### config.mk
export PLATFORM = sky130hd
export DESIGN_NAME = change_dispenser
export DESIGN_NICKNAME = d
export VERILOG_FILES = /design/src/rtl/change_dispenser_pkg.sv /design/src/rtl/change_dispenser_note_stock_bank.sv /design/src/rtl/change_dispenser.sv
export SDC_FILE = /design/constraint.sdc
export NUM_CORES = 1
export LEC_CHECK = 0
export CAP_MARGIN = 20
export CORE_MARGIN = 4
export CORE_UTILIZATION = 36
export CTS_BUF_LIST = sky130_fd_sc_hd__clkbuf_4
export DETAILED_ROUTE_END_ITERATION = 7
export HOLD_SLACK_MARGIN = 0.06
export SETUP_SLACK_MARGIN = 0.15
export SLEW_MARGIN = 20
export SYNTH_ARGS = -nofsm -noshare
export SYNTH_HDL_FRONTEND = slang
export SYNTH_HIERARCHICAL = 1
export SYNTH_SLANG_ARGS = --single-unit
### constraint.sdc
create_clock -name clk -period 3.25 [get_ports clk]
set_input_delay 0.975 -clock clk [delete_from_list [all_inputs] [get_ports clk]]
set_output_delay 0.975 -clock clk [all_outputs]
set_load 0.01 [all_outputs]
### src/rtl/change_dispenser_pkg.sv
// Currency codes, note values and dispenser state encoding shared with the payment FSM.
package change_dispenser_pkg;

  localparam logic [3:0] CUR_NONE = 4'b0000;
  localparam logic [3:0] CUR_5    = 4'b0001;
  localparam logic [3:0] CUR_10   = 4'b0010;
  localparam logic [3:0] CUR_20   = 4'b0011;
  localparam logic [3:0] CUR_50   = 4'b0100;
  localparam logic [3:0] CUR_100  = 4'b0101;
  localparam logic [3:0] CUR_500  = 4'b0110;
  localparam logic [3:0] CUR_1000 = 4'b0111;
  localparam logic [3:0] CUR_END  = 4'b1000;

  localparam int NUM_DENOM = 7;
  localparam int AMT_W     = 16;

  typedef enum logic [1:0] {
    ST_IDLE,
    ST_SELECT,
    ST_ISSUE,
    ST_FINISH
  } disp_state_t;

  function automatic logic [AMT_W-1:0] cur_value(input logic [3:0] code);
    logic [AMT_W-1:0] val;
    case (code)
      CUR_5:    val = 16'd5;
      CUR_10:   val = 16'd10;
      CUR_20:   val = 16'd20;
      CUR_50:   val = 16'd50;
      CUR_100:  val = 16'd100;
      CUR_500:  val = 16'd500;
      CUR_1000: val = 16'd1000;
      default:  val = 16'd0;
    endcase
    return val;
  endfunction

  function automatic logic cur_legal(input logic [3:0] code);
    return (code != CUR_NONE) && (code < CUR_END);
  endfunction

endpackage

### src/rtl/change_dispenser_note_stock_bank.sv
// Per-denomination note stock: saturating refill, single decrement port, nonzero flags.
// Bit gi of nonzero corresponds to currency code gi+1.
module note_stock_bank
  import change_dispenser_pkg::*;
#(
  parameter int              CNT_W      = 8,
  parameter logic [CNT_W-1:0] INIT_STOCK = CNT_W'(20)
) (
  input  logic                 clk,
  input  logic                 rst,
  input  logic                 refill_en,
  input  logic [3:0]           refill_code,
  input  logic [CNT_W-1:0]     refill_count,
  input  logic                 dec_en,
  input  logic [3:0]           dec_code,
  output logic [NUM_DENOM-1:0] nonzero
);

  generate
    for (genvar gi = 0; gi < NUM_DENOM; gi++) begin : g_cnt
      localparam logic [3:0] CODE = 4'(gi + 1);

      logic [CNT_W-1:0] stock_reg;
      logic [CNT_W-1:0] stock_next;
      logic [CNT_W:0]   sum;

      always_comb begin
        sum        = {1'b0, stock_reg} + {1'b0, refill_count};
        stock_next = stock_reg;
        if (refill_en && (refill_code == CODE)) begin
          // Carry out of the add means the counter would wrap: clamp to full scale.
          stock_next = sum[CNT_W] ? '1 : sum[CNT_W-1:0];
        end else if (dec_en && (dec_code == CODE) && (stock_reg != '0)) begin
          stock_next = stock_reg - CNT_W'(1);
        end
      end

      always_ff @(posedge clk) begin
        if (rst) begin
          stock_reg <= INIT_STOCK;
        end else begin
          stock_reg <= stock_next;
        end
      end

      assign nonzero[gi] = (stock_reg != '0);
    end
  endgenerate

endmodule

### src/rtl/change_dispenser.sv
// Pays out a change amount one note at a time, largest affordable in-stock denomination
// first, and reports whatever could not be dispensed.
module change_dispenser
  import change_dispenser_pkg::*;
#(
  parameter int              CNT_W      = 8,
  parameter logic [CNT_W-1:0] INIT_STOCK = CNT_W'(20)
) (
  input  logic             clk,
  input  logic             rst,
  input  logic             start,
  input  logic [15:0]      amount,
  input  logic             disp_ready,
  input  logic             refill_valid,
  input  logic [3:0]       refill_code,
  input  logic [CNT_W-1:0] refill_count,
  output logic             note_valid,
  output logic [3:0]       note_code,
  output logic             busy,
  output logic             done,
  output logic [15:0]      remainder,
  output logic [CNT_W-1:0] note_count
);

  disp_state_t state_reg, state_next;
  logic [AMT_W-1:0] rem_reg, rem_next;
  logic [AMT_W-1:0] remainder_reg, remainder_next;
  logic [3:0]       code_reg, code_next;
  logic [CNT_W-1:0] count_reg, count_next;

  logic                 refill_en;
  logic                 dec_en;
  logic [NUM_DENOM-1:0] nonzero;
  logic [NUM_DENOM-1:0] eligible;
  logic [3:0]           pick_code;
  logic                 pick_found;

  note_stock_bank #(
    .CNT_W      (CNT_W),
    .INIT_STOCK (INIT_STOCK)
  ) u_stock (
    .clk          (clk),
    .rst          (rst),
    .refill_en    (refill_en),
    .refill_code  (refill_code),
    .refill_count (refill_count),
    .dec_en       (dec_en),
    .dec_code     (code_reg),
    .nonzero      (nonzero)
  );

  generate
    for (genvar gi = 0; gi < NUM_DENOM; gi++) begin : g_elig
      assign eligible[gi] = nonzero[gi] && (cur_value(4'(gi + 1)) <= rem_reg);
    end
  endgenerate

  // Ascending scan so the highest eligible code is the one left standing.
  always_comb begin
    pick_code  = CUR_NONE;
    pick_found = |eligible;
    for (int i = 0; i < NUM_DENOM; i++) begin
      if (eligible[i]) begin
        pick_code = 4'(i + 1);
      end
    end
  end

  always_comb begin
    state_next     = state_reg;
    rem_next       = rem_reg;
    remainder_next = remainder_reg;
    code_next      = code_reg;
    count_next     = count_reg;
    refill_en      = 1'b0;
    dec_en         = 1'b0;

    case (state_reg)
      ST_IDLE: begin
        refill_en = refill_valid && cur_legal(refill_code);
        if (start) begin
          rem_next   = amount;
          count_next = '0;
          state_next = ST_SELECT;
        end
      end
      ST_SELECT: begin
        if (pick_found) begin
          code_next  = pick_code;
          state_next = ST_ISSUE;
        end else begin
          remainder_next = rem_reg;
          state_next     = ST_FINISH;
        end
      end
      ST_ISSUE: begin
        if (disp_ready) begin
          rem_next   = rem_reg - cur_value(code_reg);
          dec_en     = 1'b1;
          count_next = (count_reg == '1) ? count_reg : count_reg + CNT_W'(1);
          state_next = ST_SELECT;
        end
      end
      ST_FINISH: begin
        state_next = ST_IDLE;
      end
      default: begin
        state_next = ST_IDLE;
      end
    endcase
  end

  always_ff @(posedge clk) begin
    if (rst) begin
      state_reg     <= ST_IDLE;
      rem_reg       <= '0;
      remainder_reg <= '0;
      code_reg      <= CUR_NONE;
      count_reg     <= '0;
    end else begin
      state_reg     <= state_next;
      rem_reg       <= rem_next;
      remainder_reg <= remainder_next;
      code_reg      <= code_next;
      count_reg     <= count_next;
    end
  end

  assign note_valid = (state_reg == ST_ISSUE);
  assign note_code  = code_reg;
  assign busy       = (state_reg != ST_IDLE);
  assign done       = (state_reg == ST_FINISH);
  assign remainder  = remainder_reg;
  assign note_count = count_reg;

endmodule

# After elaboration in Yosys (flattened, before gate mapping)
# Cells that the tools add are included.
[word_totals]
reg_bits = 102
input_bits = 33
out_inout_bits = 31
wordCells = 157
[classes]
n_addsub = 16
order_cmp = 8
eq_ne = 21
mux = 45
bitwise = 1
n_reduce_logical = 54
[op_table]
columns = ["op", "count"]
rows = [
  ["8-bit two-way mux", 24],
  ["10-bit case mux with 7 select lines", 1],
  ["16-bit two-way mux", 4],
  ["8-bit by 8-bit adder with 9-bit output", 7],
  ["8-bit nonzero test", 7],
  ["8-bit by 1-bit subtractor with 8-bit output, second input constant", 7],
  ["4-bit by 3-bit == test with 1-bit output, second input constant", 8],
  ["16-bit case mux with 2 select lines", 1],
  ["1-bit logical AND", 30],
  ["4-bit two-way mux", 6],
  ["2-bit nonzero test", 9],
  ["4-bit by 2-bit == test with 1-bit output, second input constant", 4],
  ["10-bit by 16-bit less-or-equal comparator with 1-bit output, first input constant", 1],
  ["3-bit by 16-bit less-or-equal comparator with 1-bit output, first input constant", 1],
  ["4-bit by 16-bit less-or-equal comparator with 1-bit output, first input constant", 1],
  ["5-bit by 16-bit less-or-equal comparator with 1-bit output, first input constant", 1],
  ["6-bit by 16-bit less-or-equal comparator with 1-bit output, first input constant", 1],
  ["7-bit by 16-bit less-or-equal comparator with 1-bit output, first input constant", 1],
  ["9-bit by 16-bit less-or-equal comparator with 1-bit output, first input constant", 1],
  ["8-bit case mux with 2 select lines", 1],
  ["16-bit subtractor", 1],
  ["8-bit by 1-bit adder with 8-bit output, second input constant", 1],
  ["4-bit by 1-bit == test with 1-bit output, second input constant", 2],
  ["8-bit == test, second input constant", 1],
  ["other kinds (14)", 24],
]

# Depth between registers and ports, before layout
# Gate-level depths: netlist (run 1).
[depth]
depth_word = 9
ltp_mapped = 12
ltp_nobuf = 11

# Cells and area by module
# The synthesis (run 1) kept the hierarchy.
[by_module_without_submodules]
columns = ["module", "n_inst", "cells_per_inst", "area_per_inst_um2", "seq_area_each_um2"]
rows = [
  ["note_stock_bank", 1, 701, 5655.4, 1121.1],
  ["change_dispenser", 1, 336, 2761.4, 900.9],
]

# Least setup slack after synthesis (run 1)
# OpenSTA, ideal clock, no wires.
[synth_timing]
path_kind = "register -> register"
start = "reg code_reg[0] (netlist: note_code[0])"
end = "reg rem_reg[12]"
setup_ns = 0.114
t_arrival_ns = 2.883
required_time_ns = 3.136
slack_ns = 0.252
path_stages_with_launch = 13
n_path_buf = 1
period_less_slack_ns = 2.998
cell_sequence = "dfxtp_1 > clkbuf_1 > nor3b_1 > ha_1 > inv_1 > fa_1 > a21o_1 > a211o_1 > a21oi_1 > o21bai_1 > a21oi_1 > nor3_1 > a2111oi_0"
[synth_between]
elab_chain_len = 7
elab_cells_between_ends = 13
cone_classes = "add/sub (1); eq/ne (7); mux (5)"
[synth_lines]
columns = ["element", "line_no", "rtl"]
rows = [
  ["start, declared", "change_dispenser.sv:28", "logic [3:0] code_reg, code_next;"],
  ["start signal, assigned", "change_dispenser.sv:124", "code_reg <= code_next;"],
  ["4-bit by 3-bit == test with 1-bit output (tied with other cells)", "change_dispenser_pkg.sv:26", "case (code)"],
  ["10-bit case mux with 7 select lines *", "change_dispenser_pkg.sv:26", ""],
  ["16-bit two-way mux *", "change_dispenser.sv:97", "if (disp_ready) begin"],
  ["16-bit two-way mux *", "change_dispenser.sv:78", "case (state_reg)"],
  ["16-bit subtractor *", "change_dispenser.sv:98", "rem_next = rem_reg - cur_value(code_reg);"],
  ["16-bit two-way mux *", "change_dispenser.sv:97", ""],
  ["16-bit case mux with 2 select lines *", "change_dispenser.sv:78", ""],
  ["end signal, assigned", "change_dispenser.sv:122", "rem_reg <= rem_next;"],
  ["end, declared", "change_dispenser.sv:26", "logic [AMT_W-1:0] rem_reg, rem_next;"],
]
# Mark *: on every way between the ends. The rest lies on a longest branch, timed or not. The select of a mux whose other input is x is not followed.
# A chain may end at the register's enable or synchronous reset.

# Worst setup path after layout (run 1)
[layout_timing]
start = "in refill_count[0]"
end = "reg u_stock.g_cnt[5].stock_reg[7]"
[layout_between]
elab_chain_len = 3
[layout_lines]
columns = ["element", "line_no", "rtl"]
rows = [
  ["start, declared", "change_dispenser.sv:16", "input logic [CNT_W-1:0] refill_count,"],
  ["8-bit by 8-bit adder with 9-bit output", "change_dispenser_note_stock_bank.sv:28", "sum = {1'b0, stock_reg} + {1'b0, refill_count};"],
  ["8-bit two-way mux", "change_dispenser_note_stock_bank.sv:32", "stock_next = sum[CNT_W] ? '1 : sum[CNT_W-1:0];"],
  ["8-bit two-way mux", "change_dispenser_note_stock_bank.sv:30", "if (refill_en && (refill_code == CODE)) begin"],
  ["end signal, assigned", "change_dispenser_note_stock_bank.sv:42", "stock_reg <= stock_next;"],
  ["end, declared", "change_dispenser_note_stock_bank.sv:23", "logic [CNT_W-1:0] stock_reg;"],
]
# Every way passes these cells.

==> impl_results.md, run 1 <==
* Number of flops mapped to enable cells by yosys at 0
* Slew @ Worst Pin at 738 ps
* Tot GR Track Use at 0.182
* Final hold violation count at 0
* Initial antenna violation count at 0
* Synth cell types at 85
* Syn Inst Count at 1037
* Pins over their slew limit at 0
* Worst Hold Path EP: remainder[12]
* Fin crit share at 0.917
* Worst slack, placed at -320 ps
* Register-to-register path setup slack at 400 ps
* Nets at 1307
* Critical path fanouts, max at 7
* Core area at 0.0228 sq mm
* CP endpoint kind: flop
* Share of layout cells above drive strength 1 at 0.131
* Source of the worst hold timing path: remainder[12]
* Max Buffers Root-to-Sink at 2
* Pleak at between 3 and 4 nW
* Commonest cells after routing, fill and taps aside: 103 x nor2_1, 100 x dfxtp_1, 98 x buf_4
* Worst clock skew at 25.7 ps
* Ys async rst share at 0
* CP cell instances: clkdlybuf4s50_1, buf_4, ha_1, fa_1, a211oi_1, buf_4, o21bai_1, a21oi_1, nand2_1, mux2_2, o21a_1
* Status: complete, no violations
* Global placement routability congestion at roughly 0.86
* H-tree depth at 3
* Worst Path Buf+Inv at 3
* Power per Cell Area at 285 mW/mm^2
* Power consumption at around 2.9 mW
* Crit path max-delay cell type: clkdlybuf4s50_1
* DRC Markers at 0
* F_max at ~0.34 GHz
* Rows at 55
* Final HPWL DP at 18100 microns
* Die Width at 161 microns
* Data arrival time of the worst path at around 3400 ps
* CTS Hold Bufs at 0
* Worst r2r dst: rem_reg[14]
* TNS Setup at 0 ps
* Maxcap violations at 0
* Final setup violation count at 0
* Crit path launch type: input port
* Die area at 0.0259 sq mm
* Antenna cells at 0
* Synth warnings at 6
* Crit Reg-Reg Startpoint: note_code[2]
* Reg clk slew, reported paths at 170 ps
* First-pass GRT wire length at 39500 microns
* Root buf cell: clkbuf_4
* Min Clock Period, post-route at between 2000 and 3000 ps
* Global route overflow at 0
* Synthesized area per cell at roughly 8 sq um
* CTS tree: built
* Setup CP Type: input port to flop
* Top Family by Delay on Critical Path: buffers and inverters
* Clock sinks at 101
* Reg2Reg Depth at 11
* Rel. slew slack at 0.508
* Setup ws final at 269 ps
* Synthesis-to-layout area growth at 21.5%
* Routed length per instance at 15.7 microns
* Via Count at 8117
* Worst EP required at 3660 ps
* Largest net degree at the start of global routing at 64
* Synth Flop Type: dfxtp_1
* CTS buffer count at 9
* Number of global-route vias before repair at approximately 7900
* Num ports at 64
* Max reg flops at 56
* Cell Count, Final, Fillers Out at 1503
* Most common cell after layout, fill and taps aside: nor2_1
* PortBufs at 62
* Seq/Total Area, Yosys at 0.240
* Number of vias per cell at 5.40
* Hold Crit Class: flop to flop
* Syn Std Cell Area at around 0.0084 sq mm
* Final WL at 23600 microns
* DP Cell Count at 1486
* CP peak stage delay at 390 ps
* Hold path depth at 2
* Worst-Skew Late Latency at 520 ps
* Worst vdd rail ir drop at approximately 260 uV
* Crit-path most repeated cell: buf_4
* RSZ-0062 raised after global routing: no
* Iteration-0 DRC count of the detailed router at 533
* Drt pass-1 iters at 5
* Synth Register Bits at 101
* Initial Utilization at 0.368
* Antenna-violating nets left at 0
* Die Span Y at 161 microns
cell families (layout without fill, tap and decap cells):
family / Yosys count / count (layout) / synth area share
adder cells (fa/ha/maj): 89 / 89 / 0.139
AND/OR/NAND/NOR: 386 / 386 / 0.244
XOR/XNOR: 68 / 68 / 0.0708
multiplexers: 29 / 29 / 0.0346
other: 1 / 6 / 0.000446
flip-flops: 101 / 101 / 0.240
buffers and inverters: 61 / 209 / 0.0314
AO/OA/AOI/OAI: 302 / 302 / 0.239
worst min-delay path: cells and delay by family (launching register included):
family        cells  cell delay [ps]
mux               1               60
flops             1              360
simple gates      1               70
per-stage QoR:
stage / hold slack (ps) / util / instance area (sq um)
final: 516 / 0.448 / 10200
after global routing: 550 / 0.448 / 10200
after CTS: 528 / 0.446 / 10200
after detailed placement: 487 / 0.440 / 10100
after global placement: 476 / 0.440 / 10100
after floorplan: 473 / - / 8440
Yosys cell counts (11+ instances only):
cell type    n  area [sq um]
nand2_1     93           349
a211oi_1    31           233
nor3_1      34           170
a21o_1      18           135
nor4_1      17           106
xor2_1      35           307
xnor2_1     33           289
o21ai_0     72           360
nand3_1     30           150
o21a_1      13          97.6
nor2_1     103           387
a221oi_1    13           114
dfxtp_1    101          2020
ha_1        81          1010
nand4_1     14          87.6
a21oi_1     78           390
mux2i_1     28           280
inv_1       32           120
o21bai_1    11          82.6
clkbuf_1    22          82.6
power breakdown:
| group | switching [mW] | internal (mW) | leakage (nW) |
|---|---|---|---|
| registers | 0.0669 | 1.28 | 0.819 |
| clock network | 0.515 | 0.179 | 0.0760 |
| logic | 0.469 | 0.407 | 3.05 |
| total | 1.05 | 1.86 | 3.94 |
metal layers:
layer | track usage | wire [microns] | up-vias
met1 | 0.259 | 11700 | 3780
met2 | 0.294 | 10600 | 153
li1 | - | - | 4163
met3 | 0.0272 | 961 | 21
met5 | 0 | 0 | -
met4 | 0.0376 | 313 | 0
final cells by class:
cell class	instances	area, sq um
inverter	32	120
clock buffer	9	67.6
timing repair buffer	161	1390
clock inverter	7	68.8
tap	313	392
sequential	101	2020
fill	2353	12600
multi-input combinational	880	6170
worst max-delay path by stage:
stage	depth (start not counted)	endpoint	from	slack, ps
after floorplan	12	rem_reg[12]	note_code[0]	250
after detailed placement	9	u_stock/g_cnt[4].stock_reg[3]	refill_count[0]	-320
after global placement	11	u_stock/g_cnt[5].stock_reg[7]	refill_count[0]	-270
after CTS	5	note_valid	state_reg[1]	190
after global routing	11	u_stock/g_cnt[5].stock_reg[7]	refill_count[0]	170
final	11	u_stock/g_cnt[5].stock_reg[7]	refill_count[0]	270
timing repair:
item / CTS / global route
gates resized for setup: 1 / 6
cloned: 0 / 0
setup buffers: 0 / 1
endpoints found under the setup margin: 1 / 20
Note: power is estimated with default switching activity, not from simulation.
==> run 2: changes to the inputs <==
--- a/config.mk
+++ b/config.mk
@@ -11,6 +11,7 @@
 export CTS_BUF_LIST = sky130_fd_sc_hd__clkbuf_4
 export DETAILED_ROUTE_END_ITERATION = 7
 export HOLD_SLACK_MARGIN = 0.06
+export PLACE_DENSITY_LB_ADDON = 0.15
 export SETUP_SLACK_MARGIN = 0.15
 export SLEW_MARGIN = 20
 export SYNTH_ARGS = -nofsm -noshare
==> impl_results.md, run 2 (synthesis gave the netlist of run 1 again) <==
* Initial antenna violation count at 2 (was 0)
* Number of global-route vias before repair at 7904 (was 7906)
* DP Cell Count at 1475 (was 1486)
* Num ports at 64 (unchanged)
* Cell Count, Final, Fillers Out at 1495 (was 1503)
* CTS tree: built (unchanged)
* Final hold violation count at 0 (unchanged)
* Status: complete, no violations (unchanged)
* Fin crit share at 0.922 (was 0.917)
* Final HPWL DP at 18500 microns (was 18100 microns)
* Post-placement cell area at 0.00999 sq mm (was 0.0101 sq mm)
* First-pass GRT wire length at 40300 microns (was 39500 microns)
* PortBufs at 62 (unchanged)
* Antenna-violating nets left at 0 (unchanged)
* Root buf cell: clkbuf_4 (unchanged)
* Data arrival time of the worst path at 3420 ps (was 3390 ps)
* Top Family by Delay on Critical Path: compound AO/OA/AOI/OAI gates (was buffers and inverters)
* Share of layout cells above drive strength 1 at 0.121 (was 0.131)
* CTS buffer count at 9 (unchanged)
* Final design utilization at 0.445 (was 0.448)
* CTS Hold Bufs at 0 (unchanged)
* Final instance area at 0.0102 sq mm (about the same)
* Routed length per instance at 16.2 microns (was 15.7 microns)
* Power per Cell Area at 293 mW/mm^2 (was 285 mW/mm^2)
* FILL cells at 2357 (was 2353)
* Die area at 0.0259 sq mm (unchanged)
* Worst slack, placed at -288 ps (was -320 ps)
* Setup CP Type: input port to flop (unchanged)
* Commonest cells after routing, fill and taps aside: 103 x nor2_1, 100 x dfxtp_1, 93 x nand2_1 (was 103 x nor2_1, 100 x dfxtp_1, 98 x buf_4)
* DRC Markers at 0 (unchanged)
* Rows at 55 (unchanged)
* F_max at 0.334 GHz (was 0.335 GHz)
* Core area at 0.0228 sq mm (unchanged)
* Global placement routability congestion at 0.901 (was 0.864)
* Worst EP required at 3680 ps (was 3660 ps)
* Most common cell after layout, fill and taps aside: nor2_1 (unchanged)
* Reg clk slew, reported paths at 180 ps (was 170 ps)
* Final setup violation count at 0 (unchanged)
* H-tree depth at 3 (unchanged)
* CP cell instances: clkdlybuf4s50_1, buf_4, buf_4, ha_1, fa_1, a21o_1, nand4_1, nand2_1, a31o_2, a2bb2oi_1, a211o_1 (was clkdlybuf4s50_1, buf_4, ha_1, fa_1, a211oi_1, buf_4, o21bai_1, a21oi_1, nand2_1, mux2_2, o21a_1)
* Synthesis-to-layout area growth at 20.9% (was 21.5%)
* Nets at 1297 (was 1307)
* Tot GR Track Use at 0.188 (was 0.182)
* Register area at 0.00202 sq mm (unchanged)
* Power consumption at 2.98 mW (was 2.91 mW)
* Hold Crit Class: flop to flop (unchanged)
* Worst hold slack at 516 ps (about the same)
* Max Buffers Root-to-Sink at 2 (unchanged)
* Min Clock Period, post-route at 3000 ps (was 2980 ps)
* Drt pass-1 iters at 5 (unchanged)
* Clock sinks at 101 (unchanged)
* Pleak at 3.90 nW (was 3.94 nW)
* Multi-input gate area at 0.00616 sq mm (was 0.00617 sq mm)
* Via Count at 8083 (was 8117)
* Global route overflow at 0 (unchanged)
* CP endpoint kind: flop (unchanged)
* Iteration-0 DRC count of the detailed router at 387 (was 533)
* Die Width at 161 microns (unchanged)
* Worst vdd rail ir drop at 193 uV (was 264 uV)
* Max reg flops at 56 (unchanged)
* RSZ-0062 raised after global routing: yes (was no)
* Slew @ Worst Pin at 587 ps (was 738 ps)
* TNS Setup at 0 ps (unchanged)
* Maxcap violations at 0 (unchanged)
* CP peak stage delay at 410 ps (was 390 ps)
* Largest net degree at the start of global routing at 55 (was 64)
* Number of vias per cell at 5.41 (was 5.40)
* Crit-path most repeated cell: buf_4 (unchanged)
* Crit path max-delay cell type: fa_1 (was clkdlybuf4s50_1)
* Pins over their slew limit at 0 (unchanged)
* Worst Path Buf+Inv at 3 (unchanged)
* Final WL at 24200 microns (was 23600 microns)
* Crit path launch type: input port (unchanged)
* Worst-Skew Late Latency at 520 ps (about the same)
* Die Span Y at 161 microns (unchanged)
* Critical path fanouts, max at 6 (was 7)
* Initial Utilization at 0.368 (unchanged)
* Rel. slew slack at 0.609 (was 0.508)
* Setup ws final at 255 ps (was 269 ps)
* Worst clock skew at 23.9 ps (was 25.7 ps)
-- run 2: area by class of cell --
class                           count  share of cell area
Multi-Input combinational cell    880               0.605
Sequential cell                   101               0.199
Timing Repair Buffer              151               0.130
Tap cell                          313              0.0385
Inverter                           32              0.0118
Clock inverter                      7             0.00812
Clock buffer                        9             0.00664
Antenna cell                        2            0.000492
-- run 2: layer usage --
layer / wire (microns) / global-route usage / share of wire / up-vias
li1: - / - / - / 4147
met1: 12100 / 0.259 / 0.50 / 3779
met2: 11000 / 0.311 / 0.46 / 136
met3: 767 / 0.0318 / 0.032 / 21
met4: 296 / 0.0419 / 0.012 / 0
met5: 0 / 0 / 0 / -
-- run 2: worst paths after layout --
| path | cells after the start | slack (ps) | endpoint | startpoint |
|---|---|---|---|---|
| max | 11 | 250 | u_stock/g_cnt[6].stock_reg[4] | refill_count[0] |
| min | 2 | 520 | remainder[3] | remainder[3] |
| max reg2reg | 11 | 390 | rem_reg[12] | note_code[2] |
| min reg2reg | 2 | 520 | remainder[3] | remainder[3] |
-- run 2: repair_timing --
action	4_1_cts	5_1_grt
buffers inserted	0	2
endpoints found under the setup margin	1	6
pin swaps	0	1
resized for setup	1	5
-- run 2: worst min-delay path: stages (launching register included) --
cell and delay (ps):
dfxtp_1 360, mux2i_1 60, nor2_1 70
-- run 2: power breakdown --
| part | total [mW] | internal (mW) | switching (mW) |
|---|---|---|---|
| registers | 1.34 | 1.28 | 0.0682 |
| clock network | 0.760 | 0.246 | 0.514 |
| logic | 0.877 | 0.409 | 0.468 |
